## config.mk

```make
export PLATFORM = sky130hd
export DESIGN_NAME = conv_encoder_flat
export DESIGN_NICKNAME = d
export VERILOG_FILES = /design/src/rtl/conv_enc_pkg.sv /design/src/rtl/conv_enc_if.sv /design/src/rtl/conv_enc_core.sv /design/src/rtl/conv_encoder.sv /design/src/flat_wrapper.sv
export SDC_FILE = /design/constraint.sdc
export NUM_CORES = 1
export LEC_CHECK = 0
export CORE_ASPECT_RATIO = 1.75
export CORE_MARGIN = 8
export CORE_UTILIZATION = 25
export CTS_CLUSTER_DIAMETER = 80
export DETAILED_ROUTE_END_ITERATION = 12
export GPL_TIMING_DRIVEN = 0
export HOLD_SLACK_MARGIN = 0.06
export MAX_ROUTING_LAYER = met4
export PLACE_DENSITY = 0.42
export SLEW_MARGIN = 0
export SYNTH_ARGS = -nofsm -noshare
export SYNTH_HDL_FRONTEND = slang
export SYNTH_HIERARCHICAL = 1
export SYNTH_SLANG_ARGS = --single-unit
```

## constraint.sdc

```tcl
create_clock -name clk -period 2 [get_ports clk]
set_clock_uncertainty 0.15 [all_clocks]
set_input_delay 0.4 -clock clk [delete_from_list [all_inputs] [get_ports clk]]
set_output_delay 0.4 -clock clk [all_outputs]
set_load 0.02 [all_outputs]
```

## src/rtl/conv_enc_pkg.sv

```systemverilog
// Shared constants, state type and helpers for the K=4 rate-1/2 convolutional encoder.
// The CONV_ENC_PUNCT_EN build uses punct_mask() for the rate-2/3 puncture pattern.
package conv_enc_pkg;

    localparam int unsigned K       = 4;
    localparam int unsigned STATE_W = K - 1;

    localparam logic [K-1:0] G0_DEF = 4'b1111;
    localparam logic [K-1:0] G1_DEF = 4'b1101;

    typedef enum logic [1:0] {IDLE, DATA, TAIL} conv_enc_state_t;

    // Puncture pattern [11;10]: even symbols send both bits, odd symbols drop c1.
    localparam logic [1:0] PUNCT [2] = '{2'b11, 2'b01};

    function automatic logic conv_parity(input logic [K-1:0] poly, input logic [K-1:0] tapvec);
        return ^(poly & tapvec);
    endfunction

    function automatic logic [1:0] punct_mask(input logic idx);
        return PUNCT[idx];
    endfunction

endpackage

```

## src/rtl/conv_enc_if.sv

```systemverilog
// Bit-in / symbol-out handshake bundle for conv_encoder.
// The encoder uses the slave modport; the bit source and sink side uses master.
interface conv_enc_if;
    logic       enable;
    logic       in_bit;
    logic       in_valid;
    logic       in_last;
    logic       in_ready;
    logic [1:0] out_sym;
    logic [1:0] out_mask;
    logic       out_valid;
    logic       out_last;
    logic       out_ready;

    modport slave (
        input  enable, in_bit, in_valid, in_last, out_ready,
        output in_ready, out_sym, out_mask, out_valid, out_last
    );

    modport master (
        output enable, in_bit, in_valid, in_last, out_ready,
        input  in_ready, out_sym, out_mask, out_valid, out_last
    );
endinterface

```

## src/rtl/conv_enc_core.sv

```systemverilog
// Encoder shift register plus parity generation; o_sym = {c1, c0} for the current input u.
// The register advances only on i_step, and i_clear has priority over i_step.
module conv_enc_core
    import conv_enc_pkg::*;
#(
    parameter logic [K-1:0] G0 = G0_DEF,
    parameter logic [K-1:0] G1 = G1_DEF
) (
    input  logic               clk,
    input  logic               rst,
    input  logic               i_clear,
    input  logic               i_step,
    input  logic               i_u,
    output logic [1:0]         o_sym,
    output logic [STATE_W-1:0] o_state
);

    logic [STATE_W-1:0] r_sreg;
    logic [K-1:0]       w_taps;

    // Tap vector {u, r[0], r[1], r[2]}: the bit-reversed state follows u.
    assign w_taps = {i_u, {<<{r_sreg}}};
    assign o_sym  = {conv_parity(G1, w_taps), conv_parity(G0, w_taps)};
    assign o_state = r_sreg;

    always_ff @(posedge clk or posedge rst) begin
        if (rst) begin
            r_sreg <= '0;
        end else if (i_clear) begin
            r_sreg <= '0;
        end else if (i_step) begin
            r_sreg <= {r_sreg[STATE_W-2:0], i_u};
        end
    end

endmodule

```

## src/rtl/conv_encoder.sv

```systemverilog
// Rate-1/2 K=4 convolutional encoder with frame FSM, zero-tail termination and one output register.
// Optional `CONV_ENC_PUNCT_EN: rate-2/3 puncturing through out_mask.
module conv_encoder
    import conv_enc_pkg::*;
#(
    parameter logic [K-1:0] G0 = G0_DEF,
    parameter logic [K-1:0] G1 = G1_DEF
) (
    input  logic      clk,
    input  logic      rst,
    conv_enc_if.slave bus
);

    conv_enc_state_t r_state, w_state_nxt;
    logic [1:0]      r_tail_cnt, w_tail_cnt_nxt;
    logic            r_out_valid, r_out_last;
    logic [1:0]      r_out_sym, r_out_mask;

    logic       w_adv, w_in_ready, w_accept, w_tail_go, w_step, w_u, w_tail_end;
    logic [1:0] w_sym, w_mask;
    logic [STATE_W-1:0] w_enc_state;

    assign w_adv      = !r_out_valid || bus.out_ready;
    assign w_in_ready = w_adv && bus.enable && (r_state == IDLE || r_state == DATA);
    assign w_accept   = w_in_ready && bus.in_valid;
    assign w_tail_go  = w_adv && bus.enable && (r_state == TAIL);
    assign w_step     = w_accept || w_tail_go;
    assign w_u        = (r_state == TAIL) ? 1'b0 : bus.in_bit;
    assign w_tail_end = w_tail_go && (r_tail_cnt == 2'd2);

    conv_enc_core #(
        .G0 (G0),
        .G1 (G1)
    ) u_core (
        .clk     (clk),
        .rst     (rst),
        .i_clear (!bus.enable),
        .i_step  (w_step),
        .i_u     (w_u),
        .o_sym   (w_sym),
        .o_state (w_enc_state)
    );

    always_ff @(posedge clk or posedge rst) begin
        if (rst) begin
            r_state    <= IDLE;
            r_tail_cnt <= 2'd0;
        end else begin
            r_state    <= w_state_nxt;
            r_tail_cnt <= w_tail_cnt_nxt;
        end
    end

    always_comb begin
        w_state_nxt    = r_state;
        w_tail_cnt_nxt = r_tail_cnt;
        if (!bus.enable) begin
            w_state_nxt    = IDLE;
            w_tail_cnt_nxt = 2'd0;
        end else begin
            unique case (r_state)
                IDLE, DATA: begin
                    if (w_accept) begin
                        w_state_nxt = bus.in_last ? TAIL : DATA;
                    end
                end
                TAIL: begin
                    if (w_tail_go) begin
                        if (w_tail_end) begin
                            w_state_nxt    = IDLE;
                            w_tail_cnt_nxt = 2'd0;
                        end else begin
                            w_tail_cnt_nxt = r_tail_cnt + 2'd1;
                        end
                    end
                end
                default: w_state_nxt = IDLE;
            endcase
        end
    end

`ifdef CONV_ENC_PUNCT_EN
    logic r_idx;

    // Only the parity of the symbol index matters for a period-2 pattern.
    always_ff @(posedge clk or posedge rst) begin
        if (rst) begin
            r_idx <= 1'b0;
        end else if (!bus.enable) begin
            r_idx <= 1'b0;
        end else if (w_step) begin
            r_idx <= w_tail_end ? 1'b0 : ~r_idx;
        end
    end

    assign w_mask = punct_mask(r_idx);
`else
    assign w_mask = 2'b11;
`endif

    always_ff @(posedge clk or posedge rst) begin
        if (rst) begin
            r_out_valid <= 1'b0;
            r_out_sym   <= 2'b00;
            r_out_mask  <= 2'b00;
            r_out_last  <= 1'b0;
        end else if (!bus.enable) begin
            r_out_valid <= 1'b0;
            r_out_sym   <= 2'b00;
            r_out_mask  <= 2'b00;
            r_out_last  <= 1'b0;
        end else if (w_adv) begin
            r_out_valid <= w_step;
            if (w_step) begin
                r_out_sym  <= w_sym;
                r_out_mask <= w_mask;
                r_out_last <= w_tail_end;
            end
        end
    end

    assign bus.in_ready  = w_in_ready;
    assign bus.out_valid = r_out_valid;
    assign bus.out_sym   = r_out_sym;
    assign bus.out_mask  = r_out_mask;
    assign bus.out_last  = r_out_last;

endmodule

```

## src/flat_wrapper.sv

```systemverilog
// flat-port wrapper written by rule: the top's interface ports become plain ports
module conv_encoder_flat import conv_enc_pkg::*;
#(
    parameter logic [K-1:0] G0 = G0_DEF,
    parameter logic [K-1:0] G1 = G1_DEF
)
  (clk, rst, bus_enable, bus_in_bit, bus_in_valid, bus_in_last, bus_out_ready, bus_in_ready, bus_out_sym, bus_out_mask, bus_out_valid, bus_out_last);
  conv_enc_if bus_i ();
  input  logic clk;
  input  logic rst;
  input wire logic [$bits(bus_i.enable)-1:0] bus_enable;
  input wire logic [$bits(bus_i.in_bit)-1:0] bus_in_bit;
  input wire logic [$bits(bus_i.in_valid)-1:0] bus_in_valid;
  input wire logic [$bits(bus_i.in_last)-1:0] bus_in_last;
  input wire logic [$bits(bus_i.out_ready)-1:0] bus_out_ready;
  output wire logic [$bits(bus_i.in_ready)-1:0] bus_in_ready;
  output wire logic [$bits(bus_i.out_sym)-1:0] bus_out_sym;
  output wire logic [$bits(bus_i.out_mask)-1:0] bus_out_mask;
  output wire logic [$bits(bus_i.out_valid)-1:0] bus_out_valid;
  output wire logic [$bits(bus_i.out_last)-1:0] bus_out_last;
  assign bus_i.enable = bus_enable;
  assign bus_i.in_bit = bus_in_bit;
  assign bus_i.in_valid = bus_in_valid;
  assign bus_i.in_last = bus_in_last;
  assign bus_i.out_ready = bus_out_ready;
  assign bus_in_ready = bus_i.in_ready;
  assign bus_out_sym = bus_i.out_sym;
  assign bus_out_mask = bus_i.out_mask;
  assign bus_out_valid = bus_i.out_valid;
  assign bus_out_last = bus_i.out_last;
  conv_encoder #(.G0(G0), .G1(G1)) u_core (.clk(clk), .rst(rst), .bus(bus_i));
endmodule
```

### Word-level counts from Yosys, hierarchy flattened

Index checks and enable logic that the tools add are counted.

| storage, ports and cells | value |
|---|---|
| bits in registers | 13 |
| input bits | 7 |
| output and inout port bits | 7 |
| logic and storage cells | 58 |

| cells by class | value |
|---|---|
| add/sub/neg operators | 1 |
| equality and inequality tests | 10 |
| muxes and demuxes | 24 |
| reduce and logical (&&, ||, !) cells | 16 |

Operators by type and width:

| operator | number |
|---|---|
| $mux W2 | 15 |
| $ne A3 B2 Y1 const B | 3 |
| $ne A2 B1 Y1 const B | 4 |
| $reduce_xor A4 Y1 | 2 |
| $mux W1 | 6 |
| $mux W3 | 2 |
| $logic_and A1 B1 Y1 | 5 |
| $eq A2 B2 Y1 const B | 2 |
| $pmux W2 S2 | 1 |
| $reduce_and A2 Y1 | 2 |
| $logic_or A1 B1 Y1 | 3 |
| $reduce_and A3 Y1 | 1 |
| $add A2 B1 Y2 const B | 1 |
| $eq A2 B1 Y1 const B | 1 |
| $logic_not A2 Y1 | 1 |
| $reduce_or A2 Y1 | 1 |
| $logic_not A1 Y1 | 1 |

### Logic depth before layout (Yosys ltp)

| depth | value |
|---|---|
| word-level depth | 9 |
| gate-level depth with buffers | 6 |
| mapped depth without buffers | 6 |

### Cells and area by module

Netlist, hierarchy kept.

By module, submodules not included:

| module | instances | cells each | area each (um^2) | seq. area each (um^2) |
|---|---|---|---|---|
| conv_encoder | 1 | 44 | 460.4 | 225.2 |
| conv_enc_core | 1 | 13 | 167.7 | 75.1 |

### Least setup slack after synthesis

Ideal clock, no wire load.

| path | value |
|---|---|
| path kind | register to register |
| start | reg u_core.r_out_valid, in the netlist u_core/bus.out_valid |
| end | reg u_core.u_core.r_sreg[0], in the netlist u_core/u_core/o_state[0] |
| setup time | 120 ps |
| arrival time | 1313 ps |
| required time | 1730 ps |
| setup slack | 417 ps |
| cell stages (with the launch flop) | 5 |
| path buffers | 0 |
| period minus slack after synthesis | 1583 ps |
| cell sequence | dfrtp_1 -> nor2b_1 -> a211oi_4 -> mux2i_1 -> nor2_1 |

| on the way | value |
|---|---|
| cells in the longest elaborated chain, start to end | 7 |
| elaborated cells on any way between the ends | 8 |
| classes of those cells | 1 x eq/ne; 7 x reduce/logical |

RTL lines:

| item | line | source |
|---|---|---|
| start: declaration | conv_encoder.sv:16 | `logic r_out_valid, r_out_last;` |
| start signal: assignment | conv_encoder.sv:113 | `r_out_valid <= w_step;` |
| $logic_not A1 Y1 * | conv_encoder.sv:23 | `assign w_adv = !r_out_valid \|\| bus.out_ready;` |
| $logic_or A1 B1 Y1 * | conv_encoder.sv:23 |  |
| $logic_and A1 B1 Y1 * | conv_encoder.sv:24, conv_encoder.sv:26 |  |
| $logic_and A1 B1 Y1 | conv_encoder.sv:24 | `assign w_in_ready = w_adv && bus.enable && (r_state == IDLE \|\| r_state == DATA);` |
| $logic_and A1 B1 Y1 | conv_encoder.sv:25 | `assign w_accept = w_in_ready && bus.in_valid;` |
| $logic_or A1 B1 Y1 * | conv_encoder.sv:27 | `assign w_step = w_accept \|\| w_tail_go;` |
| via u_core.w_step | conv_encoder.sv:19 | `logic w_adv, w_in_ready, w_accept, w_tail_go, w_step, w_u, w_tail_end;` |
| $ne A2 B1 Y1 (no source line) * | - |  |
| end signal: assignment | conv_enc_core.sv:32 | `r_sreg <= {r_sreg[STATE_W-2:0], i_u};` |
| end: declaration | conv_enc_core.sv:18 | `logic [STATE_W-1:0] r_sreg;` |

The timed path passes the listed nets; every way through them passes the cells marked *.
A chain may end at the register's enable or synchronous reset.

### Worst setup path after layout

| path | value |
|---|---|
| start | in bus_out_ready |
| end | out bus_in_ready |

| on the way | value |
|---|---|
| cells in the longest elaborated chain, start to end | 3 |

RTL lines:

| item | line | source |
|---|---|---|
| start: declaration | flat_wrapper.sv:15 | `input wire logic [$bits(bus_i.out_ready)-1:0] bus_out_ready;` |
| $logic_or A1 B1 Y1 | conv_encoder.sv:23 |  |
| $logic_and A1 B1 Y1 (2 in series) | conv_encoder.sv:24 |  |
| end: declaration | flat_wrapper.sv:16 | `output wire logic [$bits(bus_i.in_ready)-1:0] bus_in_ready;` |

Every way passes these cells.

==> metrics <==
met3 wire len=86 um; Area growth syn-to-layout=36.7%; largest net degree at the start of global routing=10; vias in the first global route=497; worst reg2reg setup slack=0.31 ns; Total Wirelength=1360 um; peak supply drop=0.000396 V; Required @ worst endpoint=1.45 ns; nets@finish=83; PnR Total Power=678 uW; die height=82.3 um; area share of and/or/nand/nor cells after synthesis=21.1%; Yosys reg bits=12; Worst-path clk slew=0.06 ns; global-route wire length before repair=2240 um; Synth warnings=6; Psw=174 uW; GPL Wtd Cong=0.762; Cell Int Power=504 uW; post-synthesis mux area share=7.97%; post-route minimum period=1.94 ns; Seq/Total Area, Yosys=47.8%; main combinational cell family by area after synthesis=simple AND/OR/NAND/NOR gates; Clock Power Share=39.4%; Setup-failing EPs final=0; Initial Util=25.8%; max layer used=met4; DRT met1 WL=533 um; die width=53.9 um; clock latency at the later pin of the worst-skew pair=0.24 ns; CTS tree=built; H-tree depth=1; CTS root buffer=clkbuf_8; r2r endpoint=u_core/u_core/o_state[2]; syn_nets=64; proportion of layout cells with a drive suffix above 1=16.0%; post-route DRC violation count=0; RSZ-0062 raised after global routing=no; f_max=515 MHz; Slew Viols, Final=0; initial antenna violation count=0; # hold bufs at CTS=0; critical path start-end classification=in2out; Rel. slew slack=67.8%; WL/cell=13.5 um; FP Rows=24; CP Launch Type=input port; core area=2430 sq um; Flop pwr share=40.2%; ant diodes=0; Post-Synth Adder-Cell Area=0%; critical path fanouts, max=2; final setup TNS=0 ns; die area=4440 sq um; Worst Max-Slew Pin Slew=0.482 ns; grt ovf=0; DR vias=462; Final ANT Viol Nets=0; total CTS buffers=3; Arrival @ worst endpoint=1.39 ns; crit end category=primary output; Synth Cell Area=628 sq um; cells on worst reg2reg path=5; met2 WL=693 um; Leak=0.000372 uW; Port Buffers=13; Via-to-Cell Ratio=4.57; GRT Util Overall=7.34%; Mapped Cells=57; Crit Reg-Reg Startpoint=u_core/bus.out_valid; Synth cell types=25; IO Pins=14; Max Buffers Root-to-Sink=2; 1st-iter DRT viols=11; most frequent cells in the layout=dfrtp_1 (12), clkdlybuf4s50_1 (11), mux2i_1 (5); post-DP HPWL=1050 um; power per cell area=790 nW/um^2; commonest non-fill, non-tap cell in the layout=dfrtp_1; Comb pwr share=20.4%; Synth Area in XOR/XNOR=7.57%; clk sink count=12; Worst Hold Class=in2async; first-pass iteration count of the detailed router=2; Avg Cell Area, Syn=11.0 sq um; Synth Area in Compound Gates=11.4%; crit share post-route=97.0%; max-cap violation count=0; status=completed; Final Hold Fails=0; Net Sw Frac=25.7%
power by group through the flow:
| stage | combinational [uW] | clock, uW | sequential [uW] |
|---|---|---|---|
| 2_1_floorplan | 74.4 | 0 | 286 |
| 3_3_place_gp | 140 | 0 | 276 |
| 3_5_place_dp | 140 | 0 | 276 |
| 4_1_cts | 142 | 278 | 272 |
| 5_1_grt | 151 | 291 | 275 |
| 6_report | 139 | 267 | 272 |
layout make-up:
| cell class | instances | area (sq um) |
|---|---|---|
| plain buffers | 1 | 7.51 |
| clock buffers | 4 | 55.1 |
| fillers | 260 | 1570 |
| inverters | 5 | 18.8 |
| multi-input cells | 39 | 309 |
| flip-flops and latches | 12 | 300 |
| well taps | 26 | 32.5 |
| repair buffers | 14 | 135 |
flip-flops by register name, summed over array words and instances (netlist names):
register               flops
u_core/r_state             2
u_core/u_core/o_state      3
u_core/bus.out_valid       1
u_core/bus.out_mask        1
u_core/bus.out_last        1
u_core/r_tail_cnt          2
u_core/bus.out_sym         2
cell usage after synthesis (all sizes together):
master	instances	area share, %
o21a	1	1.2
xnor2	2	4.0
nand2b	4	6.4
nand2	4	2.4
nor2b	2	2.0
nand3	1	0.80
a211oi	1	3.2
nand3b	1	1.2
nor2	4	2.4
and2	1	1.0
inv	5	3.0
nand4b	1	1.4
xnor3	1	3.6
a31oi	1	1.0
o22ai	2	2.0
dfrtp	12	48
mux2i	5	8.0
or4	1	1.2
buf	1	1.2
o21ai	2	1.6
a21oi	3	2.4
nor3b	2	2.4
cells by family after synthesis:
group           Yosys count
xor+xnor                  3
mux                       5
simple gates             21
buf+inv                   6
flops                    12
compound gates           10
worst max-delay path by stage:
stage	startpoint	end	slack, ns	cells past startpoint
5_1_grt	bus_out_ready	u_core/u_core/o_state[2]	0.008	6
4_1_cts	bus_out_ready	bus_in_ready	0.04	4
3_5_place_dp	bus_out_ready	bus_in_ready	-0.47	4
6_report	bus_out_ready	bus_in_ready	0.06	4
3_3_place_gp	bus_out_ready	bus_in_ready	-0.46	4
2_1_floorplan	u_core/bus.out_valid	u_core/u_core/o_state[0]	0.42	4
worst max-delay path, cell delays in order:
cell and delay (ns):
clkdlybuf4s50_1 0.51, nor2b_4 0.05, nor2_1 0.09, dlygate4sd2_1 0.34
per-stage QoR:
step | util (%) | setup WS, ns | cell area (sq um) | cells | hold WS (ns)
floorplan | - | 0.417 | 628 | 57 | 0.00364
global placement | 32.5 | -0.460 | 791 | 96 | 0.354
detailed placement | 32.5 | -0.466 | 791 | 96 | 0.359
CTS | 35.3 | 0.0440 | 858 | 101 | 0.194
global route | 35.3 | 0.00805 | 858 | 101 | 0.229
finish | 35.3 | 0.0600 | 858 | 101 | 0.194
layer usage:
metal / vias up / GRT usage (%)
li1: 230 / -
met1: 217 / 6.89
met2: 10 / 11.5
met3: 5 / 2.51
met4: 0 / 6.09
met5: - / -
what timing repair did:
action	4_1_cts	5_1_grt
gates resized for setup	4	0
setup endpoints to repair	1	0
buffers inserted	1	0
Note: power is estimated with default switching activity, not from simulation.
